===== src/rtl/axi_pkg.sv =====
// Shared encodings, FSM state type and request legality check for the AXI read burst slave.
package axi_pkg;

  localparam logic [1:0] BURST_FIXED = 2'b00;
  localparam logic [1:0] BURST_INCR  = 2'b01;
  localparam logic [1:0] BURST_WRAP  = 2'b10;
  localparam logic [1:0] BURST_RSVD  = 2'b11;

  localparam logic [1:0] RESP_OKAY   = 2'b00;
  localparam logic [1:0] RESP_SLVERR = 2'b10;

  localparam logic [2:0] MAX_ARSIZE  = 3'd2;

  typedef enum logic [1:0] {ST_IDLE, ST_ADDR, ST_WAIT, ST_BEAT} rd_state_e;

  // Only the low two address bits matter: any legal beat is at most 4 bytes wide.
  function automatic logic burst_err(input logic [2:0] size, input logic [3:0] len,
                                     input logic [1:0] burst, input logic [1:0] addr_lo);
    logic misalign;
    logic len_ok;
    misalign = (size == 3'd1 && addr_lo[0]) || (size == 3'd2 && addr_lo != 2'b00);
    len_ok   = (len == 4'd1) || (len == 4'd3) || (len == 4'd7) || (len == 4'd15);
    return (size > MAX_ARSIZE) || (burst == BURST_RSVD) ||
           (burst == BURST_WRAP && (!len_ok || misalign));
  endfunction

endpackage


===== src/rtl/axi_burst_addr_gen.sv =====
// Combinational next-beat address for FIXED / INCR / WRAP bursts.
module axi_burst_addr_gen
  import axi_pkg::*;
#(
  parameter int ADDR_WIDTH = 32
) (
  input  logic [ADDR_WIDTH-1:0] addr,
  input  logic [2:0]            size,
  input  logic [3:0]            len,
  input  logic [1:0]            burst,
  output logic [ADDR_WIDTH-1:0] next_addr
);

  logic [ADDR_WIDTH-1:0] w_bytes;
  logic [ADDR_WIDTH-1:0] w_wrap_mask;

  assign w_bytes     = ADDR_WIDTH'(1) << size;
  assign w_wrap_mask = ((ADDR_WIDTH'(len) + ADDR_WIDTH'(1)) << size) - ADDR_WIDTH'(1);

  always_comb begin
    next_addr = addr;
    case (burst)
      BURST_INCR: next_addr = (addr & ~(w_bytes - ADDR_WIDTH'(1))) + w_bytes;
      BURST_WRAP: next_addr = (addr & ~w_wrap_mask) | ((addr + w_bytes) & w_wrap_mask);
      default:    next_addr = addr;
    endcase
  end

endmodule


===== src/rtl/axi_rd_burst_slave.sv =====
// AXI3-style read burst slave: one burst at a time, one memory read per beat,
// illegal bursts answered with SLVERR beats without touching memory.
module axi_rd_burst_slave
  import axi_pkg::*;
#(
  parameter int BUS_WIDTH  = 32,
  parameter int ID_WIDTH   = 5,
  parameter int ADDR_WIDTH = 32
) (
  input  logic                  ACLK,
  input  logic                  ARESETn,
  input  logic [ID_WIDTH-1:0]   S_ARID,
  input  logic [ADDR_WIDTH-1:0] S_ARADDR,
  input  logic [3:0]            S_ARLEN,
  input  logic [2:0]            S_ARSIZE,
  input  logic [1:0]            S_ARBURST,
  input  logic [1:0]            S_ARLOCK,
  input  logic [3:0]            S_ARCACHE,
  input  logic [2:0]            S_ARPROT,
  input  logic                  S_ARVALID,
  output logic                  S_ARREADY,
  output logic [ID_WIDTH-1:0]   S_RID,
  output logic [BUS_WIDTH-1:0]  S_RDATA,
  output logic [3:0]            S_RRESP,
  output logic                  S_RLAST,
  output logic                  S_RVALID,
  input  logic                  S_RREADY,
  output logic [ADDR_WIDTH-1:0] mem_addr,
  output logic                  mem_rd,
  input  logic [BUS_WIDTH-1:0]  mem_rdata
);

  rd_state_e             r_state;
  logic [ID_WIDTH-1:0]   r_id;
  logic [ADDR_WIDTH-1:0] r_addr;
  logic [3:0]            r_len;
  logic [3:0]            r_cnt;
  logic [2:0]            r_size;
  logic [1:0]            r_burst;
  logic                  r_err;
  logic                  r_arready;
  logic                  r_rvalid;
  logic                  r_rlast;
  logic                  r_mem_rd;
  logic [ADDR_WIDTH-1:0] r_mem_addr;
  logic [BUS_WIDTH-1:0]  r_rdata;
  logic [1:0]            r_rresp;

  logic [ADDR_WIDTH-1:0] w_next_addr;
  logic                  w_ar_err;
  logic                  w_unused;

  assign w_unused = ^{S_ARLOCK, S_ARCACHE, S_ARPROT};
  assign w_ar_err = burst_err(S_ARSIZE, S_ARLEN, S_ARBURST, S_ARADDR[1:0]);

  axi_burst_addr_gen #(.ADDR_WIDTH(ADDR_WIDTH)) u_addr_gen (
    .addr      (r_addr),
    .size      (r_size),
    .len       (r_len),
    .burst     (r_burst),
    .next_addr (w_next_addr)
  );

  always_ff @(posedge ACLK or negedge ARESETn) begin
    if (!ARESETn) begin
      r_state    <= ST_IDLE;
      r_id       <= '0;
      r_addr     <= '0;
      r_len      <= '0;
      r_cnt      <= '0;
      r_size     <= '0;
      r_burst    <= '0;
      r_err      <= 1'b0;
      r_arready  <= 1'b0;
      r_rvalid   <= 1'b0;
      r_rlast    <= 1'b0;
      r_mem_rd   <= 1'b0;
      r_mem_addr <= '0;
      r_rdata    <= '0;
      r_rresp    <= RESP_OKAY;
    end else begin
      r_mem_rd <= 1'b0;
      case (r_state)
        ST_IDLE: begin
          r_arready <= 1'b1;
          if (S_ARVALID && r_arready) begin
            r_arready <= 1'b0;
            r_id      <= S_ARID;
            r_addr    <= S_ARADDR;
            r_len     <= S_ARLEN;
            r_cnt     <= S_ARLEN;
            r_size    <= S_ARSIZE;
            r_burst   <= S_ARBURST;
            r_err     <= w_ar_err;
            if (w_ar_err) begin
              r_state  <= ST_BEAT;
              r_rvalid <= 1'b1;
              r_rlast  <= (S_ARLEN == 4'd0);
              r_rdata  <= '0;
              r_rresp  <= RESP_SLVERR;
            end else begin
              r_state    <= ST_ADDR;
              r_mem_rd   <= 1'b1;
              r_mem_addr <= S_ARADDR;
            end
          end
        end
        ST_ADDR: r_state <= ST_WAIT;
        ST_WAIT: begin
          r_state  <= ST_BEAT;
          r_rvalid <= 1'b1;
          r_rlast  <= (r_cnt == 4'd0);
          r_rdata  <= mem_rdata;
          r_rresp  <= RESP_OKAY;
        end
        ST_BEAT: begin
          if (S_RREADY) begin
            if (r_cnt == 4'd0) begin
              r_state   <= ST_IDLE;
              r_rvalid  <= 1'b0;
              r_rlast   <= 1'b0;
              r_arready <= 1'b1;
            end else begin
              r_cnt  <= r_cnt - 4'd1;
              r_addr <= w_next_addr;
              // Error beats are back-to-back: RVALID stays up, only RLAST moves.
              if (r_err) begin
                r_rlast <= (r_cnt == 4'd1);
              end else begin
                r_state    <= ST_ADDR;
                r_rvalid   <= 1'b0;
                r_rlast    <= 1'b0;
                r_mem_rd   <= 1'b1;
                r_mem_addr <= w_next_addr;
              end
            end
          end
        end
        default: r_state <= ST_IDLE;
      endcase
    end
  end

  assign S_ARREADY = r_arready;
  assign S_RID     = r_id;
  assign S_RDATA   = r_rdata;
  assign S_RRESP   = {2'b00, r_rresp};
  assign S_RLAST   = r_rlast;
  assign S_RVALID  = r_rvalid;
  assign mem_addr  = r_mem_addr;
  assign mem_rd    = r_mem_rd;

endmodule

===== config.mk =====
export PLATFORM = sky130hd
export DESIGN_NAME = axi_rd_burst_slave
export DESIGN_NICKNAME = d
export VERILOG_FILES = /design/src/rtl/axi_pkg.sv /design/src/rtl/axi_burst_addr_gen.sv /design/src/rtl/axi_rd_burst_slave.sv
export SDC_FILE = /design/constraint.sdc
export NUM_CORES = 1
export LEC_CHECK = 0
export CAP_MARGIN = 30
export CORE_MARGIN = 4
export CORE_UTILIZATION = 45
export CTS_BUF_LIST = sky130_fd_sc_hd__clkbuf_16
export CTS_CLUSTER_DIAMETER = 30
export DETAILED_ROUTE_END_ITERATION = 7
export PLACE_DENSITY_LB_ADDON = 0.05
export RECOVER_POWER = 25
export SYNTH_ARGS = -nofsm -noshare
export SYNTH_HDL_FRONTEND = slang
export SYNTH_SLANG_ARGS = --single-unit

===== constraint.sdc =====
create_clock -name ACLK -period 4.1 [get_ports ACLK]
set_clock_uncertainty 0.05 [all_clocks]
set_input_delay 0.615 -clock ACLK [delete_from_list [all_inputs] [get_ports ACLK]]
set_output_delay 0.615 -clock ACLK [all_outputs]
set_load 0.01 [all_outputs]

==> flow_summary.json <==
{
  "status": "finished with violations",
  "violations": "capacitance limit, slew limit",
  "viasPerCell": 5.91,
  "dieArea_um2": 22800,
  "seq_area_um2": 3050,
  "ir_drop_uv": 526,
  "grt-ovfl-total": 0,
  "drt-initial-drc-count": 730,
  "yosysWarnings": 0,
  "hold_start": "S_RDATA[13]",
  "synth_area_um2": 9190,
  "cp_common_cell": "nor3_1",
  "drcViolationCount": 0,
  "fmax_mhz": 266,
  "io_buffers": 155,
  "rows": 52,
  "pre_cts_ws_ns": 0.421,
  "grt_pass1_vias": 8728,
  "worstSetupEndpoint": "r_addr[21]",
  "ant_nets": 0,
  "synthCells": 1130,
  "r2r_start": "r_size[0]",
  "rsz0062_at_grt": "false",
  "syn2layout_area_growth_pct": 27.0,
  "synth_ff_type": "dfrtp_1",
  "die_w_um": 151,
  "insertion_delay_ns": 0.43,
  "cts_resized": 0,
  "max_cap_viol_count": 1,
  "ios": 168,
  "post-route-min-period_ns": 3.76,
  "cp_data_required_time_ns": 4.34,
  "place.gp.congestion": 0.965,
  "htreeDepth": 4,
  "grt_pass1_wl_um": 47400,
  "worst_pin_slew_ns": 2.42,
  "dp_hpwl_um": 21200,
  "post-route-cell-area_um2": 11700,
  "clock-sinks": 122,
  "fin_cells": 1544,
  "r2r_end": "r_addr[21]",
  "vias": 9129,
  "cts_hold_buffers": 0,
  "multiInputGateArea_um2": 5670,
  "reg2reg_depth": 14,
  "synth-async-reset-ratio_pct": 100,
  "grt_max_degree": 97,
  "hold_class": "reg -> reg",
  "root_buffer": "clkbuf_16",
  "post-route-period-util_pct": 91.7,
  "antenna_found_initial": 0,
  "setup-tns-final_ns": 0,
  "start_util_pct": 45.6,
  "numCtsBuffers": 17,
  "grt_usage_pct": 26.4,
  "endpoint_kind": "register",
  "slowest_stage": "dfrtp_1",
  "wl_per_cell_um": 19.3,
  "synth_edf_count": 0,
  "core-area_um2": 20200,
  "post_cts_buffers": 0,
  "cp_cell_sequence": "inv_2, nor3_1, inv_1, ha_1, mux2i_1, a2111oi_4, o21a_1, o211a_1, a32oi_1, buf_4, nor3_1, mux2_2, a211oi_1, o31ai_1",
  "drive_above_1_share_pct": 11.5,
  "setup_ws_ns": 0.342,
  "fillerInstances": 1897,
  "crit_path_start": "r_size[0]",
  "slew_viol_final": 93,
  "cts_tree": "yes",
  "worstSetupStartpointType": "register",
  "nets": 1377,
  "dp_cells": 1510,
  "cp_max_fo": 20,
  "seq_area_frac_synth_pct": 33.2,
  "critPathKind": "reg -> reg",
  "wirelength_um": 29800,
  "die_y_um": 151,
  "cts_buffer_depth": 2,
  "ys_ff_latch": 122,
  "reg2reg_slack_ns": 0.34,
  "ys_types": 92,
  "max_slew_margin_pct": -61.6,
  "firstDrtPassIters": 7,
  "power.density_nw_per_um2": 964,
  "n_antenna_cell": 0,
  "finalSetupViolations": 0,
  "hold_violations": 0,
  "syn_area_per_cell_um2": 8.14,
  "p_leak_uw": 0.00465,
  "clkTransAtPathRegs_ns": 0.07,
  "dpl_cell_area_um2": 11100,
  "arrival_ns": 4.00,
  "cpPeakStageDelay_ns": 0.45
}
critical path: cells and delay by family, from the launching register on:
family          cells  cell delay [ns]
compound gates      6             1.39
fa+ha+maj           1             0.32
buf+inv             3             0.46
simple gates        2             0.46
mux                 2             0.48
flops               1             0.45
cell families (layout without fill, tap and decap cells):
kind of cell / count (synthesis) / after routing / synth area share [%]
and+or+nand+nor: 439 / 439 / 23.8
other: 1 / 3 / 0.0408
muxes: 46 / 46 / 5.59
xor gates and xnor gates: 25 / 25 / 2.38
adders and majority gates: 25 / 25 / 3.48
buffers and inverters: 118 / 260 / 5.51
AOI/OAI and AO/OA: 354 / 354 / 26.0
DFF: 122 / 122 / 33.2
power breakdown:
group | switching (uW) | internal, uW
clock network | 682 | 868
logic | 4210 | 2980
registers | 695 | 1820
total | 5590 | 5670
Yosys cell counts (5+ instances only):
cell | n | area, um^2
a21o_1 | 10 | 75.1
a21oi_1 | 54 | 270
o211ai_1 | 13 | 97.6
or3_1 | 8 | 50.1
nor3_1 | 30 | 150
and3_1 | 14 | 87.6
and4_1 | 7 | 61.3
nor2_1 | 81 | 304
o21ai_1 | 12 | 60.1
and2_1 | 9 | 56.3
nor2b_1 | 7 | 43.8
a32oi_1 | 5 | 43.8
nor3b_1 | 5 | 37.5
o21ai_0 | 93 | 465
xnor2_1 | 12 | 105
nor4_1 | 17 | 106
buf_4 | 9 | 67.6
dfrtp_1 | 122 | 3050
nand2_1 | 175 | 657
mux2_2 | 35 | 394
ha_1 | 24 | 300
o2111ai_1 | 6 | 52.6
clkbuf_1 | 68 | 255
o21a_1 | 12 | 90.1
o31a_1 | 6 | 52.6
buf_2 | 6 | 30.0
o31ai_1 | 21 | 158
or4_1 | 7 | 52.6
inv_1 | 27 | 101
a211oi_1 | 12 | 90.1
nand4_1 | 21 | 131
nand3_1 | 20 | 100
a41oi_1 | 6 | 52.6
nand2b_1 | 14 | 87.6
xor2_1 | 13 | 114
a31oi_1 | 29 | 181
o2bb2ai_1 | 6 | 52.6
mux2i_1 | 9 | 90.1
final cells by class:
class	instances	share of cell area [%]
flip-flops and latches	122	26.2
clock inverters	15	1.47
multi-input cells	892	48.6
repair buffers	198	16.3
well taps	270	2.89
inverters	30	0.965
clock buffers	17	3.64
worst min path at each step:
stage / depth (start not counted) / to
finish: 2 / S_RDATA[13]
global route: 2 / S_RDATA[26]
CTS: 1 / r_addr[4]
detailed placement: 2 / S_RDATA[13]
global placement: 2 / S_RDATA[11]
floorplan: 0 / S_ARREADY
layout by cell type (no fill, tap or decap), types with 7 or more instances in the layout:
| cell type | count |
|---|---|
| nand2_1 | 175 |
| clkdlybuf4s50_1 | 154 |
| dfrtp_1 | 122 |
| o21ai_0 | 92 |
| nor2_1 | 81 |
| a21oi_1 | 53 |
| buf_4 | 38 |
| mux2_2 | 35 |
| nor3_1 | 30 |
| a31oi_1 | 29 |
| inv_1 | 27 |
| ha_1 | 23 |
| nand4_1 | 21 |
| o31ai_1 | 21 |
| nand3_1 | 20 |
| nor4_1 | 17 |
| clkbuf_16 | 17 |
| nand2b_1 | 14 |
| and3_1 | 14 |
| o21ai_1 | 13 |
| xor2_1 | 13 |
| o211ai_1 | 13 |
| xnor2_1 | 12 |
| o21a_1 | 12 |
| a211oi_1 | 11 |
| a21o_1 | 10 |
| and2_1 | 9 |
| mux2i_1 | 9 |
| or3_1 | 8 |
| and4_1 | 7 |
| nor2b_1 | 7 |
| or4_1 | 7 |
sequential cells by signal, summed over array words and instances (netlist names):
register and count:
r_burst 2, r_addr 32, mem_rd 1, S_ARREADY 1, S_RVALID 1, r_cnt 4
S_RLAST 1, r_rresp 1, S_RID 5, r_len 4, r_size 3, mem_addr 32
S_RDATA 32, r_err 1, r_state 2
per-layer routing:
layer | share of wire [%] | global-route usage [%] | vias to the layer above
met3 | 8.0 | 6.55 | 36
met1 | 44 | 36.0 | 4294
met4 | 1.5 | 7.07 | 0
li1 | - | - | 4424
met5 | 0 | 0 | -
met2 | 46 | 42.0 | 375
metrics by stage:
stage | power [uW] | hold slack [ns] | utilization [%]
finish | 11300 | 0.429 | 57.9
global route | 12200 | 0.454 | 57.9
CTS | 11200 | 0.283 | 57.8
detailed placement | 9640 | 0.420 | 54.9
global placement | 9570 | 0.410 | 54.9
floorplan | 7100 | 0.269 | -
Power figures use the tool's default switching activity.
==> variant (same settings) <==
`ADDR_WIDTH` is set to 32 in 2 places; all go to 16.
--- a/src/rtl/axi_burst_addr_gen.sv
+++ b/src/rtl/axi_burst_addr_gen.sv
@@ -3,5 +3,5 @@
   import axi_pkg::*;
 #(
-  parameter int ADDR_WIDTH = 32
+  parameter int ADDR_WIDTH = 16
 ) (
   input  logic [ADDR_WIDTH-1:0] addr,
--- a/src/rtl/axi_rd_burst_slave.sv
+++ b/src/rtl/axi_rd_burst_slave.sv
@@ -6,5 +6,5 @@
   parameter int BUS_WIDTH  = 32,
   parameter int ID_WIDTH   = 5,
-  parameter int ADDR_WIDTH = 32
+  parameter int ADDR_WIDTH = 16
 ) (
   input  logic                  ACLK,
Interface: changed (resized S_ARADDR and mem_addr); port bits go from 168 to 136. No check against the original RTL was run, so the function may have changed too.
==> variant against the original RTL <==
  * The run still ends with capacitance limit, slew limit left
  * Sequential cell count fell by 32
  * Wire length fell by 28%
  * Power fell by 34%
  * Sequential share of layout area rose by 0.85 points
  * Design area fell by 29%
  * Critical path depth fell by 4
  * Synthesized area fell by 28%
  * Setup slack got worse by 0.15 ns
==> variant: results (changes against the original RTL) <==
| Metric | Value |
|---|---|
| Result of the run | `complete, but fails checks (unchanged)` |
| Violated checks | `capacitance limit, slew limit (unchanged)` |
| Compound-cell area share of the yosys netlist | `0.256 (was 0.260)` |
| Depth of the CTS H-tree | `3 (was 4)` |
| Leading post-synthesis cells by cell area | `dfrtp_1 34%, nand2_1 8.4%, o21ai_0 6.2%, ha_1 4.1%, a21oi_1 4.1% (was dfrtp_1 33%, nand2_1 7.1%, o21ai_0 5.1%, mux2_2 4.3%, nor2_1 3.3%)` |
| Number of fillers in the final layout | `1,403 (was 1,897)` |
| Arrival @ worst endpoint | `4.09 ns (was 4.00 ns)` |
| Via count of the first global-routing pass | `6,697 (was 8,728)` |
| Maximum number of pins on one net before global-route repair | `70 (was 97)` |
| R2R Setup Slk | `0.19 ns (was 0.34 ns)` |
| Highest ir drop seen on vdd | `0.396 mV (was 0.526 mV)` |
| Post-Synth XOR/XNOR Area | `0.0184 (was 0.0238)` |
| Leakage | `0.00337 µW (was 0.00465 µW)` |
| Multiplexer fraction of the synthesized cell area | `0.0458 (was 0.0559)` |
| HPWL after detailed placement | `15,700 µm (was 21,200 µm)` |
| Drt first-iter violations | `518 (was 730)` |
| Max_cap viols | `1 (unchanged)` |
| Port Buf Inserts | `123 (was 155)` |
| Delay-heaviest family, CP | `simple AND/OR/NAND/NOR gates (was compound AO/OA/AOI/OAI gates)` |
| Number of pins exceeding their max-slew limit in the final report | `70 (was 93)` |
| Global-route wire length before repair | `34,100 µm (was 47,400 µm)` |
| WL final | `21,400 µm (was 29,800 µm)` |
| Cell types with the highest counts after synthesis | `150 x nand2_1, 90 x dfrtp_1, 83 x o21ai_0 (was 175 x nand2_1, 122 x dfrtp_1, 93 x o21ai_0)` |
| Weighted congestion reported at the end of routability-driven placement | `1.03 (was 0.965)` |
| 1st-pass router iterations | `5 (was 7)` |
| Net count reported at finish | `1,045 (was 1,377)` |
| Delay contributed by the slowest stage of the critical path | `0.64 ns (was 0.45 ns)` |
| Synthesized-area fraction occupied by adder cells | `0.0473 (was 0.0348)` |
| End point of the critical path | `mem_addr[8] (was r_addr[21])` |
| Via count | `6,960 (was 9,129)` |
| Launch instance of the worst register-to-register path | `r_size[1] (was r_size[0])` |
| Inserted Clock Buffers | `9 (was 17)` |
| Transition time of the tightest slew-check pin | `1.83 ns (was 2.42 ns)` |
| Worst skew pair latency | `0.35 ns (was 0.43 ns)` |
| Worst R2R Path Depth | `10 (was 14)` |
| DP Area | `0.00806 mm² (was 0.0111 mm²)` |
-- variant: worst reg2reg max path: cells and delay by family (launching register included) --
family | cells | cell delay (ns)
flops | 1 | 0.63
buf+inv | 2 | 0.52
simple gates | 5 | 1.82
compound gates | 3 | 0.77
-- variant: area by class of cell --
type / instances / area (µm²) / area share
Multi-Input combinational cell: 672 / 4070 / 0.489
Sequential cell: 90 / 2250 / 0.270
Timing Repair Buffer: 146 / 1400 / 0.168
Tap cell: 184 / 230 / 0.0276
Clock buffer: 9 / 225 / 0.0270
Inverter: 28 / 105 / 0.0126
Clock inverter: 7 / 53.8 / 0.00645
-- variant: how the worst min path moves through the flow --
stage                             from  slack [ns]           end
after floorplan                ARESETn        0.27     S_ARREADY
after global placement     S_RDATA[17]        0.41   S_RDATA[17]
after detailed placement   S_RDATA[14]        0.42   S_RDATA[14]
after CTS                      ARESETn        0.38     r_addr[3]
after global routing      mem_addr[14]        0.46  mem_addr[14]
final                      S_RDATA[14]        0.43   S_RDATA[14]
-- variant: routing by layer --
layer / share of wire / GRT usage / up-vias
met5: 0 / 0 / -
met4: 0.031 / 0.107 / 0
met3: 0.082 / 0.0622 / 55
met2: 0.48 / 0.428 / 322
met1: 0.40 / 0.314 / 3304
li1: - / - / 3279
-- variant: metrics by stage --
step | utilization | cells | setup slack (ns)
after floorplan | - | 851 | 0.519
after global routing | 0.574 | 1136 | 0.0819
after detailed placement | 0.554 | 1120 | 0.291
after CTS | 0.574 | 1136 | 0.248
after global placement | 0.554 | 1120 | 0.329
final | 0.574 | 1136 | 0.192
-- variant: power breakdown --
group	switching, µW	total (µW)	internal, µW	leakage [µW]
clock	385	802	417	0.000135
combinational	2960	4920	1960	0.00211
sequential	463	1750	1280	0.00112
total	3810	7470	3660	0.00337
